`config.mk`:
```
export PLATFORM = sky130hd
export DESIGN_NAME = stream_demux
export DESIGN_NICKNAME = d
export VERILOG_FILES = /design/src/rtl/stream_demux_pkg.sv /design/src/rtl/demux_slot.sv /design/src/rtl/stream_demux.sv
export SDC_FILE = /design/constraint.sdc
export NUM_CORES = 1
export LEC_CHECK = 0
export ABC_AREA = 1
export BUFFER_PORTS_ARGS = -buffer_cell sky130_fd_sc_hd__buf_2
export CAP_MARGIN = 20
export CORE_ASPECT_RATIO = 2
export CORE_MARGIN = 4
export CORE_UTILIZATION = 29
export CTS_CLUSTER_SIZE = 25
export DETAILED_ROUTE_END_ITERATION = 6
export PLACE_DENSITY = 0.59
export RECOVER_POWER = 25
export SYNTH_ARGS = -nofsm -noshare
export SYNTH_HDL_FRONTEND = slang
export SYNTH_SLANG_ARGS = --single-unit
export TNS_END_PERCENT = 50
```
`constraint.sdc`:
```
create_clock -name clk -period 1.9 [get_ports clk]
set_input_delay 0.095 -clock clk [delete_from_list [all_inputs] [get_ports clk]]
set_output_delay 0.095 -clock clk [all_outputs]
set_load 0.02 [all_outputs]
```
`src/rtl/stream_demux_pkg.sv`:
```
// stream_demux_pkg: shared constants for the stream demultiplexer.
// Holds the default channel count and data width used as parameter defaults,
// and the width and saturation value of the optional out-of-range counter.
package stream_demux_pkg;

  // Default parameter values for stream_demux.
  localparam int DEF_N_OUT = 3;
  localparam int DEF_W     = 8;

  // Out-of-range select counter: width and saturation value.
  localparam int                 ERR_CNT_W   = 8;
  localparam logic [ERR_CNT_W-1:0] ERR_CNT_MAX = {ERR_CNT_W{1'b1}};

endpackage

```
`src/rtl/demux_slot.sv`:
```
// demux_slot: single-entry output register for one demux channel.
// Ports: clk/rst (sync, active-high); i_load/i_data load a new beat;
//        i_drain_rdy is the consumer's ready; o_valid/o_data are the held beat;
//        o_free tells the parent the slot can take a beat this cycle.
// Latency 1 cycle from load to o_valid. A load in the same cycle as a drain
// replaces the beat without a bubble, so the channel sustains one beat per cycle.
module demux_slot #(
  parameter int W = 8
) (
  input  logic         clk,
  input  logic         rst,
  input  logic         i_load,
  input  logic [W-1:0] i_data,
  input  logic         i_drain_rdy,
  output logic         o_valid,
  output logic [W-1:0] o_data,
  output logic         o_free
);

  logic         r_valid;
  logic [W-1:0] r_data;

  // Free when empty, or when the current beat leaves this cycle. This is the
  // only path from down_ready to up_ready, and it never looks at up_valid.
  assign o_free  = !r_valid || i_drain_rdy;
  assign o_valid = r_valid;
  assign o_data  = r_data;

  // A load wins over a drain, so simultaneous load and drain keeps valid high.
  always_ff @(posedge clk) begin
    if (rst) begin
      r_valid <= 1'b0;
    end else if (i_load) begin
      r_valid <= 1'b1;
    end else if (i_drain_rdy) begin
      r_valid <= 1'b0;
    end
  end

  // Data only moves on a load, so it is stable while the consumer stalls.
  always_ff @(posedge clk) begin
    if (rst) begin
      r_data <= '0;
    end else if (i_load) begin
      r_data <= i_data;
    end
  end

endmodule

```
`src/rtl/stream_demux.sv`:
```
// stream_demux: routes one valid/ready upstream to one of N_OUT registered outputs.
// Ports: clk/rst (sync, active-high); up_valid/up_ready/up_sel/up_data upstream;
//        down_valid/down_ready per channel; down_data flattened (channel i at [i*W +: W]);
//        err_cnt (only with STREAM_DEMUX_ERR_CNT_EN) counts dropped out-of-range beats.
// Latency 1 cycle. A stalled channel only blocks beats addressed to it; out-of-range
// selects are always accepted and discarded.
module stream_demux
  import stream_demux_pkg::*;
#(
  parameter int N_OUT = DEF_N_OUT,
  parameter int W     = DEF_W,
  parameter int SEL_W = $clog2(N_OUT)
) (
  input  logic                 clk,
  input  logic                 rst,
  input  logic                 up_valid,
  output logic                 up_ready,
  input  logic [SEL_W-1:0]     up_sel,
  input  logic [W-1:0]         up_data,
  output logic [N_OUT-1:0]     down_valid,
  input  logic [N_OUT-1:0]     down_ready,
  output logic [N_OUT*W-1:0]   down_data
`ifdef STREAM_DEMUX_ERR_CNT_EN
  ,
  output logic [ERR_CNT_W-1:0] err_cnt
`endif
);

  logic [N_OUT-1:0] w_hit;      // one-hot decode of up_sel, all zero when out of range
  logic [N_OUT-1:0] w_free;     // per-slot "can accept this cycle"
  logic [N_OUT-1:0] w_load;     // per-slot load strobe
  logic             w_sel_ok;   // up_sel addresses an existing channel
  logic             w_up_ready;
  logic             w_drop;     // accepted out-of-range beat

  // Decode by comparing against each channel index. A select that matches
  // nothing is out of range, which handles N_OUT values that are not a power
  // of two without a separate magnitude compare.
  always_comb begin
    w_hit      = '0;
    w_sel_ok   = 1'b0;
    w_up_ready = 1'b1;
    for (int i = 0; i < N_OUT; i++) begin
      if (up_sel == SEL_W'(i)) begin
        w_hit[i]   = 1'b1;
        w_sel_ok   = 1'b1;
        w_up_ready = w_free[i];
      end
    end
  end

  assign up_ready = w_up_ready;
  assign w_load   = w_hit & w_free & {N_OUT{up_valid}};
  assign w_drop   = up_valid && !w_sel_ok;

  for (genvar g = 0; g < N_OUT; g++) begin : g_slot
    logic [W-1:0] w_slot_data;

    demux_slot #(
      .W (W)
    ) u_slot (
      .clk         (clk),
      .rst         (rst),
      .i_load      (w_load[g]),
      .i_data      (up_data),
      .i_drain_rdy (down_ready[g]),
      .o_valid     (down_valid[g]),
      .o_data      (w_slot_data),
      .o_free      (w_free[g])
    );

    assign down_data[g*W +: W] = w_slot_data;
  end

`ifdef STREAM_DEMUX_ERR_CNT_EN
  logic [ERR_CNT_W-1:0] r_err_cnt;

  // Saturating count of discarded beats; only reset clears it.
  always_ff @(posedge clk) begin
    if (rst) begin
      r_err_cnt <= '0;
    end else if (w_drop && (r_err_cnt != ERR_CNT_MAX)) begin
      r_err_cnt <= r_err_cnt + 1'b1;
    end
  end

  assign err_cnt = r_err_cnt;
`else
  // Out-of-range beats are still accepted (up_ready stays high); nothing records them.
  logic w_drop_unused;
  assign w_drop_unused = w_drop;
`endif

endmodule

```
; Word level (Yosys, flattened, before mapping)
; Cells that the tools add are included.
; W data, S select, Z words.
[totals]
out_inout_bits = 28
wordCells = 32
input_bits = 16
register_bits = 27
[classes]
n_reduce_logical = 10
n_bitwise = 2
n_mux = 12
n_eq_ne = 2
[op_table]
columns = operator, n
row1 = $mux W1, 12
row2 = $and A3 B3 Y3, 2
row3 = $reduce_bool A2 Y1, 3
row4 = $logic_not A1 Y1, 3
row5 = $logic_or A1 B1 Y1, 3
row6 = $eq A2 B1 Y1 const B, 1
row7 = $eq A2 B2 Y1 const B, 1
row8 = $logic_not A2 Y1, 1

; Logic depth before layout (Yosys ltp)
; Gate-level depths: netlist of the first run.
[depth]
word_depth = 5
ltp_mapped = 7
mapped_depth_nobuf = 6

; By module
; Synthesis of the first run repeated with hierarchy kept, for this count alone.
[unflattened]
hier_cells = 125
area_unflattened_um2 = 960.9
[modules_own_cells]
columns = module, instances, seq_area_each_um2, cells_per_inst, area_each_um2
row1 = demux_slot, 3, 180.2, 38, 304.0
row2 = stream_demux, 1, 0.0, 11, 48.8

; Worst setup path after synthesis of the first run
; OpenSTA, ideal clock, no wires.
[synth_timing]
path_type = register to output
start = reg g_slot[2].u_slot.r_valid
end = out up_ready
path_buffers = 1
path_stages_with_launch = 5
path_slack_ps = 891
t_arrival_ps = 914
t_required_ps = 1805
path_cell_list = dfxtp_1 -> nand2_1 -> clkbuf_1 -> nand2_1 -> nand3_1
[synth_via]
elab_chain_len = 3
[synth_lines]
columns = element, line
row1 = start: declaration, demux_slot.sv:20  ; logic r_valid;
row2 = start signal: assignment, demux_slot.sv:32  ; r_valid <= 1'b0;
row3 = start signal: assignment, demux_slot.sv:34  ; r_valid <= 1'b1;
row4 = start signal: assignment, demux_slot.sv:36  ; r_valid <= 1'b0;
row5 = $logic_not A1 Y1, demux_slot.sv:25  ; assign o_free = !r_valid || i_drain_rdy;
row6 = $logic_or A1 B1 Y1, demux_slot.sv:25
row7 = $mux W1, stream_demux.sv:44  ; if (up_sel == SEL_W'(i)) begin
row8 = end: declaration, stream_demux.sv:17  ; output logic up_ready,
; Every way passes these cells.

; Worst setup path in the final report of the first run
[layout_timing]
start = reg g_slot[1].u_slot.r_valid
end = out up_ready
[layout_via]
elab_chain_len = 4
[layout_lines]
columns = element, line
row1 = start: declaration, demux_slot.sv:20
row2 = start signal: assignment, demux_slot.sv:32
row3 = start signal: assignment, demux_slot.sv:34
row4 = start signal: assignment, demux_slot.sv:36
row5 = $logic_not A1 Y1, demux_slot.sv:25
row6 = $logic_or A1 B1 Y1, demux_slot.sv:25
row7 = $mux W1 (2 in a row), stream_demux.sv:44
; Every way passes these cells.

==> results of run 1 <==
-- report_power, final --
part	total, mW	leakage (nW)	switching, mW	internal [mW]
sequential	0.608	0.221	0.0129	0.595
clock	0.326	0.0228	0.176	0.150
combinational	0.195	0.569	0.133	0.0621
total	1.13	0.812	0.322	0.807
-- worst max-delay path, cell delays in order, from the launching register on --
cell	delay, ps
dfxtp_1	350
nand2_1	230
o21ai_0	220
nand3_1	90
buf_2	170
-- worst max path at each step --
stage                                                      from                                       to  cells after the start  slack (ps)
final                     g_slot[1].u_slot.o_valid$_SDFFE_PP0P_                                 up_ready                      4         480
after global routing      g_slot[1].u_slot.o_valid$_SDFFE_PP0P_                                 up_ready                      4         360
after CTS                 g_slot[1].u_slot.o_valid$_SDFFE_PP0P_                                 up_ready                      4         470
after detailed placement  g_slot[1].u_slot.o_valid$_SDFFE_PP0P_  g_slot[1].u_slot.o_data[4]$_SDFFE_PP0P_                      5         680
after global placement    g_slot[1].u_slot.o_valid$_SDFFE_PP0P_  g_slot[1].u_slot.o_data[4]$_SDFFE_PP0P_                      5         670
after floorplan           g_slot[2].u_slot.o_valid$_SDFFE_PP0P_                                 up_ready                      4         890
-- stage by stage --
step	util	setup WS [ps]
after floorplan	-	890.5
after global placement	0.3545	672.0
after detailed placement	0.3545	675.5
after CTS	0.3655	472.7
after global routing	0.3618	362.9
final	0.3618	483.8
-- flip-flops by register name, indices dropped and copies added, names as in the netlist --
name	count
g_slot.u_slot.o_data	24
g_slot.u_slot.o_valid	3
-- area by class of cell --
cell class,count,area [um^2]
inverters,39,146.4
well taps,52,65.06
clock buffers,4,45.04
fillers,493,2635
repair buffers,43,200.2
flip-flops and latches,27,540.5
multi-input cells,113,496.7
-- kinds of logic (layout without fill, tap and decap cells) --
group / Yosys count / after routing / synth area share
AOI/OAI and AO/OA: 4 / 4 / 0.01611
buffers and inverters: 49 / 86 / 0.1652
DFF: 27 / 27 / 0.4350
and+or+nand+nor: 109 / 109 / 0.3837
-- cells in the final DEF (no fill, tap or decap) --
cell,instances
a21oi_1,3
buf_2,31
clkbuf_1,13
clkbuf_8,3
dfxtp_1,27
inv_1,39
nand2_1,45
nand3_1,2
nand3_2,2
nand4_1,16
nor2_1,41
nor2_2,2
nor2_4,1
o21ai_0,1
-- routing by layer --
layer  up-vias  part of all wire
met5         -                 0
met2        29              0.54
met1       500              0.39
met4         0             0.024
li1        635                 -
met3         4             0.043
==> flow_summary.yaml, run 1 <==
timing:
  hold_viol_final: 0
  maxSlewHeadroom: 0.5450
  tightest_slew_ps: 681.7
  post-route-period-util: 0.7453
  period_minus_slack_ps: 1416
  holdWs_ps: 31.89
  grt_setup_unrepaired: "false"
  finClkSkew_ps: 5.884
  fmax_mhz: 706.1
  finalSetupViolCount: 0
  slew_viol_final: 0
  setup-tns-final_ps: 0
place:
  hpwl_um: 2401
  port_buffers: 43
  place_area_mm2: 0.001464
  finalWeightedCongestion: 0.7275
  dpl.cell_count: 274
die:
  coreArea_mm2: 0.004129
  rows: 33
  die_width_um: 54.29
  dieArea_mm2: 0.005459
  initial_utilization: 0.3009
  io_pins: 44
  die_y_um: 100.6
pwr:
  finalPower_mw: 1.129
  power.density_mw_per_mm2: 755.6
  ir_worst_vdd_v: 0.0004820
  leakagePower_nw: 0.8125
worst_setup_path:
  r2r_end: "g_slot[1].u_slot.o_data[4]$_SDFFE_PP0P_"
  worstPathMaxFanout: 11
  cp-start-kind: "flip-flop"
  cp.arrival_ps: 1320
  rr_worst_depth: 5
  crit-reg2reg-launch: "g_slot[1].u_slot.o_valid$_SDFFE_PP0P_"
  rrSetupSlack_ps: 620
  critPathKind: "reg2out"
  cp-end-kind: "output port"
  critical_path_required_ps: 1800
yosys:
  syn_area_per_cell_um2: 6.574
  synth_nets: 205
  ys.flop_type: "dfxtp_1"
  synth.area.top_cells: "dfxtp_1 44%, nand2_1 14%, nor2_1 12%, inv_1 12%, nand4_1 8.1%"
  ys_top_cells_by_count: "45 x nand2_1, 41 x nor2_1, 39 x inv_1"
  async_reset_ff_frac: 0
  yosys.area.top_type: "dfxtp_1"
  synth_cell_types: 16
  ys_ff_latch: 27
  syn_inst: 189
  synth_edf_count: 0
  synth_most_common_cell: "nand2_1"
  yosys_warnings: 0
  ys_seq_area_frac: 0.4350
  yosysTopAreaCellShare: 0.4350
  syn-cell-area_mm2: 0.001242
grt:
  grt-busiest-layer: "met2"
  grt_overflow_total: 0
  grt_pass1_wl_um: 5085
  track_usage: 0.1243
  grt_max_degree: 25
  antenna_found_initial: 0
  grtUsageMet3: 0.008889
  use_met2: 0.2262
  grt_pass1_vias: 1150
  met1_usage: 0.1384
detailed_routing:
  drt_first_pass_iters: 4
  vias: 1168
  vias_per_cell: 4.201
  totalWireLength_um: 2976
  drt_iter0_drc: 15
  wl_per_cell_um: 10.71
  ant_nets: 0
  drc: 0
hold_path:
  hold_path_class: "in2reg"
  hold_path_end: "g_slot[0].u_slot.o_valid$_SDFFE_PP0P_"
  holdCritStartpoint: "rst"
  whs_path_depth: 2
clocking:
  cts_buffer_depth: 2
  htreeDepth: 1
  cts_buffers: 3
  clock_sinks: 27
  cts-root-buf: "clkbuf_8"
  cts_setup_buffers: 0
  hold_buffers: 0
  cts_resized: 0
  clk_pin_slew_worst_paths_ps: 90
  cts_tree: "yes"
  clk_latency_ps: 270
run:
  cap_violations: 0
finish:
  stdcell_count: 278
  syn_to_final_growth_pct: 20.24
  layout.nets: 243
  antennaDiodeCount: 0
  drive_above_1_share: 0.1726
  final_area_mm2: 0.001494
status:
  status: "complete, no violations"
No activity file was read; power rests on OpenSTA's default activity.
==> inputs of run 2 (changes only) <==
--- a/config.mk
+++ b/config.mk
@@ -5,7 +5,7 @@
 export SDC_FILE = /design/constraint.sdc
 export NUM_CORES = 1
 export LEC_CHECK = 0
-export ABC_AREA = 1
+export ABC_AREA = 0
 export BUFFER_PORTS_ARGS = -buffer_cell sky130_fd_sc_hd__buf_2
 export CAP_MARGIN = 20
 export CORE_ASPECT_RATIO = 2
@@ -13,7 +13,7 @@
 export CORE_UTILIZATION = 29
 export CTS_CLUSTER_SIZE = 25
 export DETAILED_ROUTE_END_ITERATION = 6
-export PLACE_DENSITY = 0.59
+export PLACE_DENSITY = 0.6
 export RECOVER_POWER = 25
 export SYNTH_ARGS = -nofsm -noshare
 export SYNTH_HDL_FRONTEND = slang
==> constraint.sdc (replaced) <==
create_clock -name clk -period 1.38 [get_ports clk]
set_input_delay 0.069 -clock clk [delete_from_list [all_inputs] [get_ports clk]]
set_output_delay 0.069 -clock clk [all_outputs]
set_load 0.02 [all_outputs]
==> flow_summary.yaml, run 2 <==
grt:
  grt_max_degree: 36
  track_usage: 0.1123
  grt_pass1_wl_um: 4347
  antenna_found_initial: 0
  grt_overflow_total: 0
  grt_pass1_vias: 903
finish:
  final_common_cell: "nand2b_1"
  antennaDiodeCount: 0
  syn_to_final_growth_pct: 22.17
  drive_above_1_share: 0.2740
  mostFrequentLayoutCells: "34 x nand2b_1, 30 x buf_2, 27 x dfxtp_1, 25 x mux2i_1, 13 x clkbuf_1"
  utilization: 0.3657
  layout.nets: 163
  final_area_mm2: 0.001420
  largest_register_ffs: 24
  stdcell_count: 197
place:
  dpl.cell_count: 193
  finalWeightedCongestion: 0.6956
  port_buffers: 43
  hpwl_um: 2037
  dp_slack_ps: 363.2
  place_area_mm2: 0.001388
run:
  cap_violations: 0
pwr:
  finalPower_mw: 1.468
  power.density_mw_per_mm2: 1033
  leakagePower_nw: 0.6569
  ir_worst_vdd_v: 0.0005963
clocking:
  cts_tree: "yes"
  cts_resized: 0
  cts-root-buf: "clkbuf_8"
  clk_pin_slew_worst_paths_ps: 90
  clock_sinks: 27
  clk_latency_ps: 270
  cts_buffers: 3
  hold_buffers: 0
  cts_buffer_depth: 2
  htreeDepth: 1
  cts_setup_buffers: 0
timing:
  setup-tns-final_ps: 0
  grt_setup_unrepaired: "false"
  slew_viol_final: 0
  finalSetupViolCount: 0
  hold_viol_final: 0
  holdWs_ps: 93.54
  fmax_mhz: 830.0
  finClkSkew_ps: 2.113
  tightest_slew_ps: 452.1
  setup_slack_ps: 175.2
  post-route-period-util: 0.8730
  period_minus_slack_ps: 1205
  maxSlewHeadroom: 0.6986
die:
  rows: 32
  dieArea_mm2: 0.005146
  coreArea_mm2: 0.003884
  die_width_um: 52.77
  die_y_um: 97.53
  io_pins: 44
  initial_utilization: 0.2993
yosys:
  synth_cell_types: 16
  synth_edf_count: 0
  syn-cell-area_mm2: 0.001162
  synth_most_common_cell: "nand2b_1"
  ys.flop_type: "dfxtp_1"
  syn_area_per_cell_um2: 10.86
  yosys.area.top_type: "dfxtp_1"
  async_reset_ff_frac: 0
  syn_inst: 107
  yosysTopAreaCellShare: 0.4650
  yosys_warnings: 0
  synth.area.top_cells: "dfxtp_1 47%, mux2i_1 22%, nand2b_1 18%, buf_4 1.9%, buf_6 1.9%"
  ys_seq_area_frac: 0.4650
  synth_nets: 123
  ys_ff_latch: 27
  ys_top_cells_by_count: "34 x nand2b_1, 27 x dfxtp_1, 25 x mux2i_1"
detailed_routing:
  drt_first_pass_iters: 3
  ant_nets: 0
  vias_per_cell: 4.315
  totalWireLength_um: 2703
  vias: 850
  wl_per_cell_um: 13.72
  drc: 0
  drt_iter0_drc: 6
worst_setup_path:
  cp-start-kind: "flip-flop"
  cp-end-kind: "output port"
  cp.arrival_ps: 1140
  critical_path_required_ps: 1310
  worstPathMaxFanout: 4
  critPathKind: "reg2out"
status:
  status: "complete, no violations"
hold_path:
  hold_path_class: "in2reg"
## run 2: area by class of cell
class                           instances  area [um^2]
Clock buffer                            3        41.29
Clock inverter                          1        7.507
Sequential cell                        27        540.5
Fill cell                             418         2464
Tap cell                               51        63.81
Multi-Input combinational cell         71        560.5
Timing Repair Buffer                   44        206.4
## run 2: path summary, 6_finish.rpt
path | depth (start not counted) | from | slack [ps] | endpoint
worst max-delay path | 4 | g_slot[1].u_slot.o_valid$_SDFFE_PP0P_ | 180 | up_ready
worst min-delay path | 3 | down_ready[2] | 90 | g_slot[2].u_slot.o_valid$_SDFFE_PP0P_
worst max register to register | 3 | g_slot[2].u_slot.o_valid$_SDFFE_PP0P_ | 340 | g_slot[2].u_slot.o_data[1]$_SDFFE_PP0P_
worst min register to register | 2 | g_slot[1].u_slot.o_data[7]$_SDFFE_PP0P_ | 470 | g_slot[1].u_slot.o_data[7]$_SDFFE_PP0P_
## run 2: power by group
part | internal (mW) | switching [mW]
clock network | 0.205 | 0.251
registers | 0.807 | 0.0150
logic | 0.0815 | 0.109
total | 1.09 | 0.375
## run 2: cells by family (layout without fill, tap and decap cells)
kind of cell           Yosys count  after routing  synth area share
DFF                             27             27            0.4650
muxes                           25             25            0.2153
AOI/OAI and AO/OA                5              5           0.02153
buffers and inverters            9             48           0.05274
and+or+nand+nor                 41             41            0.2454
## run 2: routing by layer
| layer | vias to the layer above | wire length (um) | global-route usage |
|---|---|---|---|
| li1 | 429 | - | - |
| met1 | 395 | 1047 | 0.1331 |
| met2 | 24 | 1500 | 0.1925 |
| met3 | 2 | 130 | 0.01997 |
| met4 | 0 | 25 | 0.04134 |
| met5 | - | 0 | 0 |
## run 2: worst max-delay path, cell delays in order, from the launching register on
cell and delay, ps:
dfxtp_1 340, nand2b_1 120, o21ai_0 160, o21ai_0 90
buf_2 160
==> inputs of run 3 (changes only) <==
--- a/config.mk
+++ b/config.mk
@@ -5,7 +5,7 @@
 export SDC_FILE = /design/constraint.sdc
 export NUM_CORES = 1
 export LEC_CHECK = 0
-export ABC_AREA = 0
+export ABC_AREA = 1
 export BUFFER_PORTS_ARGS = -buffer_cell sky130_fd_sc_hd__buf_2
 export CAP_MARGIN = 20
 export CORE_ASPECT_RATIO = 2
@@ -13,7 +13,7 @@
 export CORE_UTILIZATION = 29
 export CTS_CLUSTER_SIZE = 25
 export DETAILED_ROUTE_END_ITERATION = 6
-export PLACE_DENSITY = 0.6
+export PLACE_DENSITY = 0.59
 export RECOVER_POWER = 25
 export SYNTH_ARGS = -nofsm -noshare
 export SYNTH_HDL_FRONTEND = slang
==> flow_summary.yaml, run 3 (synthesized netlist as in run 1, its figures left out) <==
worst_setup_path:
  critical_path_required_ps: 1310
  critPathKind: "reg2out"
  path_cells: "nand2_1 -> o21ai_0 -> nand3_1 -> buf_2"
  critPathMaxStageDelay_ps: 330
  cp-end-kind: "output port"
  cp-start-kind: "flip-flop"
  crit_path_top_delay_cell: "dfxtp_1"
  worstPathMaxFanout: 4
  cp.arrival_ps: 1170
status:
  status: "complete, no violations"
timing:
  finalSetupViolCount: 0
  holdWs_ps: 25.54
  slew_viol_final: 0
  grt_setup_unrepaired: "false"
  finClkSkew_ps: 0.5686
  hold_viol_final: 0
  tightest_slew_ps: 328.7
  period_minus_slack_ps: 1238
  fmax_mhz: 807.7
  setup-tns-final_ps: 0
  post-route-period-util: 0.8971
  setup_slack_ps: 142.0
  maxSlewHeadroom: 0.7806
finish:
  final_common_cell: "nand2_1"
  stdcell_count: 284
  syn_to_final_growth_pct: 23.97
  utilization: 0.3730
  layout.nets: 249
  mostFrequentLayoutCells: "45 x nand2_1, 41 x nor2_1, 39 x inv_1, 31 x buf_2, 27 x dfxtp_1"
  largest_register_ffs: 24
  drive_above_1_share: 0.1983
  antennaDiodeCount: 0
  final_area_mm2: 0.001540
hold_path:
  hold_path_class: "in2reg"
clocking:
  cts_resized: 0
  hold_buffers: 0
  clock_sinks: 27
  clk_latency_ps: 270
  htreeDepth: 1
  cts_buffers: 3
  cts_setup_buffers: 0
  cts_buffer_depth: 2
  cts_tree: "yes"
  clk_pin_slew_worst_paths_ps: 90
  cts-root-buf: "clkbuf_8"
grt:
  grt_pass1_wl_um: 4899
  antenna_found_initial: 0
  grt_overflow_total: 0
  track_usage: 0.1229
  grt_max_degree: 18
  grt_pass1_vias: 1073
pwr:
  power.density_mw_per_mm2: 1016
  combPwrFrac: 0.179
  p_sw_frac: 0.2866
  finalPower_mw: 1.564
  p_int_mw: 1.116
  switchingPower_uw: 448.3
  leakagePower_nw: 0.8430
  ir_worst_vdd_v: 0.0005480
  seq_power_share: 0.535
  clockPowerShare: 0.285
die:
  coreArea_mm2: 0.004129
  rows: 33
  die_y_um: 100.6
  initial_utilization: 0.3009
  die_width_um: 54.29
  io_pins: 44
  dieArea_mm2: 0.005459
place:
  finalWeightedCongestion: 0.8082
  hpwl_um: 2485
  dpl.cell_count: 280
  dp_slack_ps: 342.0
  place_area_mm2: 0.001509
  port_buffers: 43
detailed_routing:
  vias: 1183
  totalWireLength_um: 3058
  vias_per_cell: 4.165
  drc: 0
  wl_per_cell_um: 10.77
  drt_iter0_drc: 28
  ant_nets: 0
  drt_first_pass_iters: 4
run:
  cap_violations: 0
[run 3: cell count changes in the layout (fill, tap and decap cells not counted), moves of 16 or more]
cell / change
inv_1: +39
mux2i_1: -25
nand2_1: +45
nand2b_1: -34
nand4_1: +16
nor2_1: +41
[run 3: final cells by class]
| type | count | area (um^2) |
|---|---|---|
| multi-input cells | 113 | 496.7 |
| flip-flops and latches | 27 | 540.5 |
| well taps | 52 | 65.06 |
| inverters | 39 | 146.4 |
| clock inverters | 1 | 5.005 |
| repair buffers | 49 | 245.2 |
| clock buffers | 3 | 41.29 |
| fillers | 486 | 2589 |
[run 3: worst max-delay path, delay by kind of cell (launching register included)]
kind | cells | cell delay [ps]
AND/OR/NAND/NOR | 2 | 180
buffers and inverters | 1 | 170
AO/OA/AOI/OAI | 1 | 210
flip-flops | 1 | 330
[run 3: worst paths after layout]
check / startpoint / to / slack, ps / cells after the start
worst min register to register: g_slot[1].u_slot.o_data[0]$_SDFFE_PP0P_ / g_slot[1].u_slot.o_data[0]$_SDFFE_PP0P_ / 490 / 2
worst min-delay path: rst / g_slot[2].u_slot.o_valid$_SDFFE_PP0P_ / 30 / 2
worst max register to register: g_slot[0].u_slot.o_valid$_SDFFE_PP0P_ / g_slot[0].u_slot.o_data[7]$_SDFFE_PP0P_ / 340 / 4
worst max-delay path: g_slot[1].u_slot.o_valid$_SDFFE_PP0P_ / up_ready / 140 / 4
[run 3: per-layer routing]
| layer | vias up | share of wire | GRT usage |
|---|---|---|---|
| met5 | - | 0 | 0 |
| met4 | 0 | 0.014 | 0.05758 |
| met3 | 2 | 0.038 | 0.008889 |
| met2 | 26 | 0.57 | 0.2271 |
| met1 | 508 | 0.38 | 0.1314 |
| li1 | 647 | - | - |
[run 3: power groups by stage]
stage	registers [mW]	logic (mW)	clock network [mW]
after global placement	0.855	0.288	0
after CTS	0.838	0.290	0.473
after floorplan	0.901	0.141	0
after global routing	0.843	0.316	0.494
final	0.837	0.280	0.446
after detailed placement	0.856	0.288	0
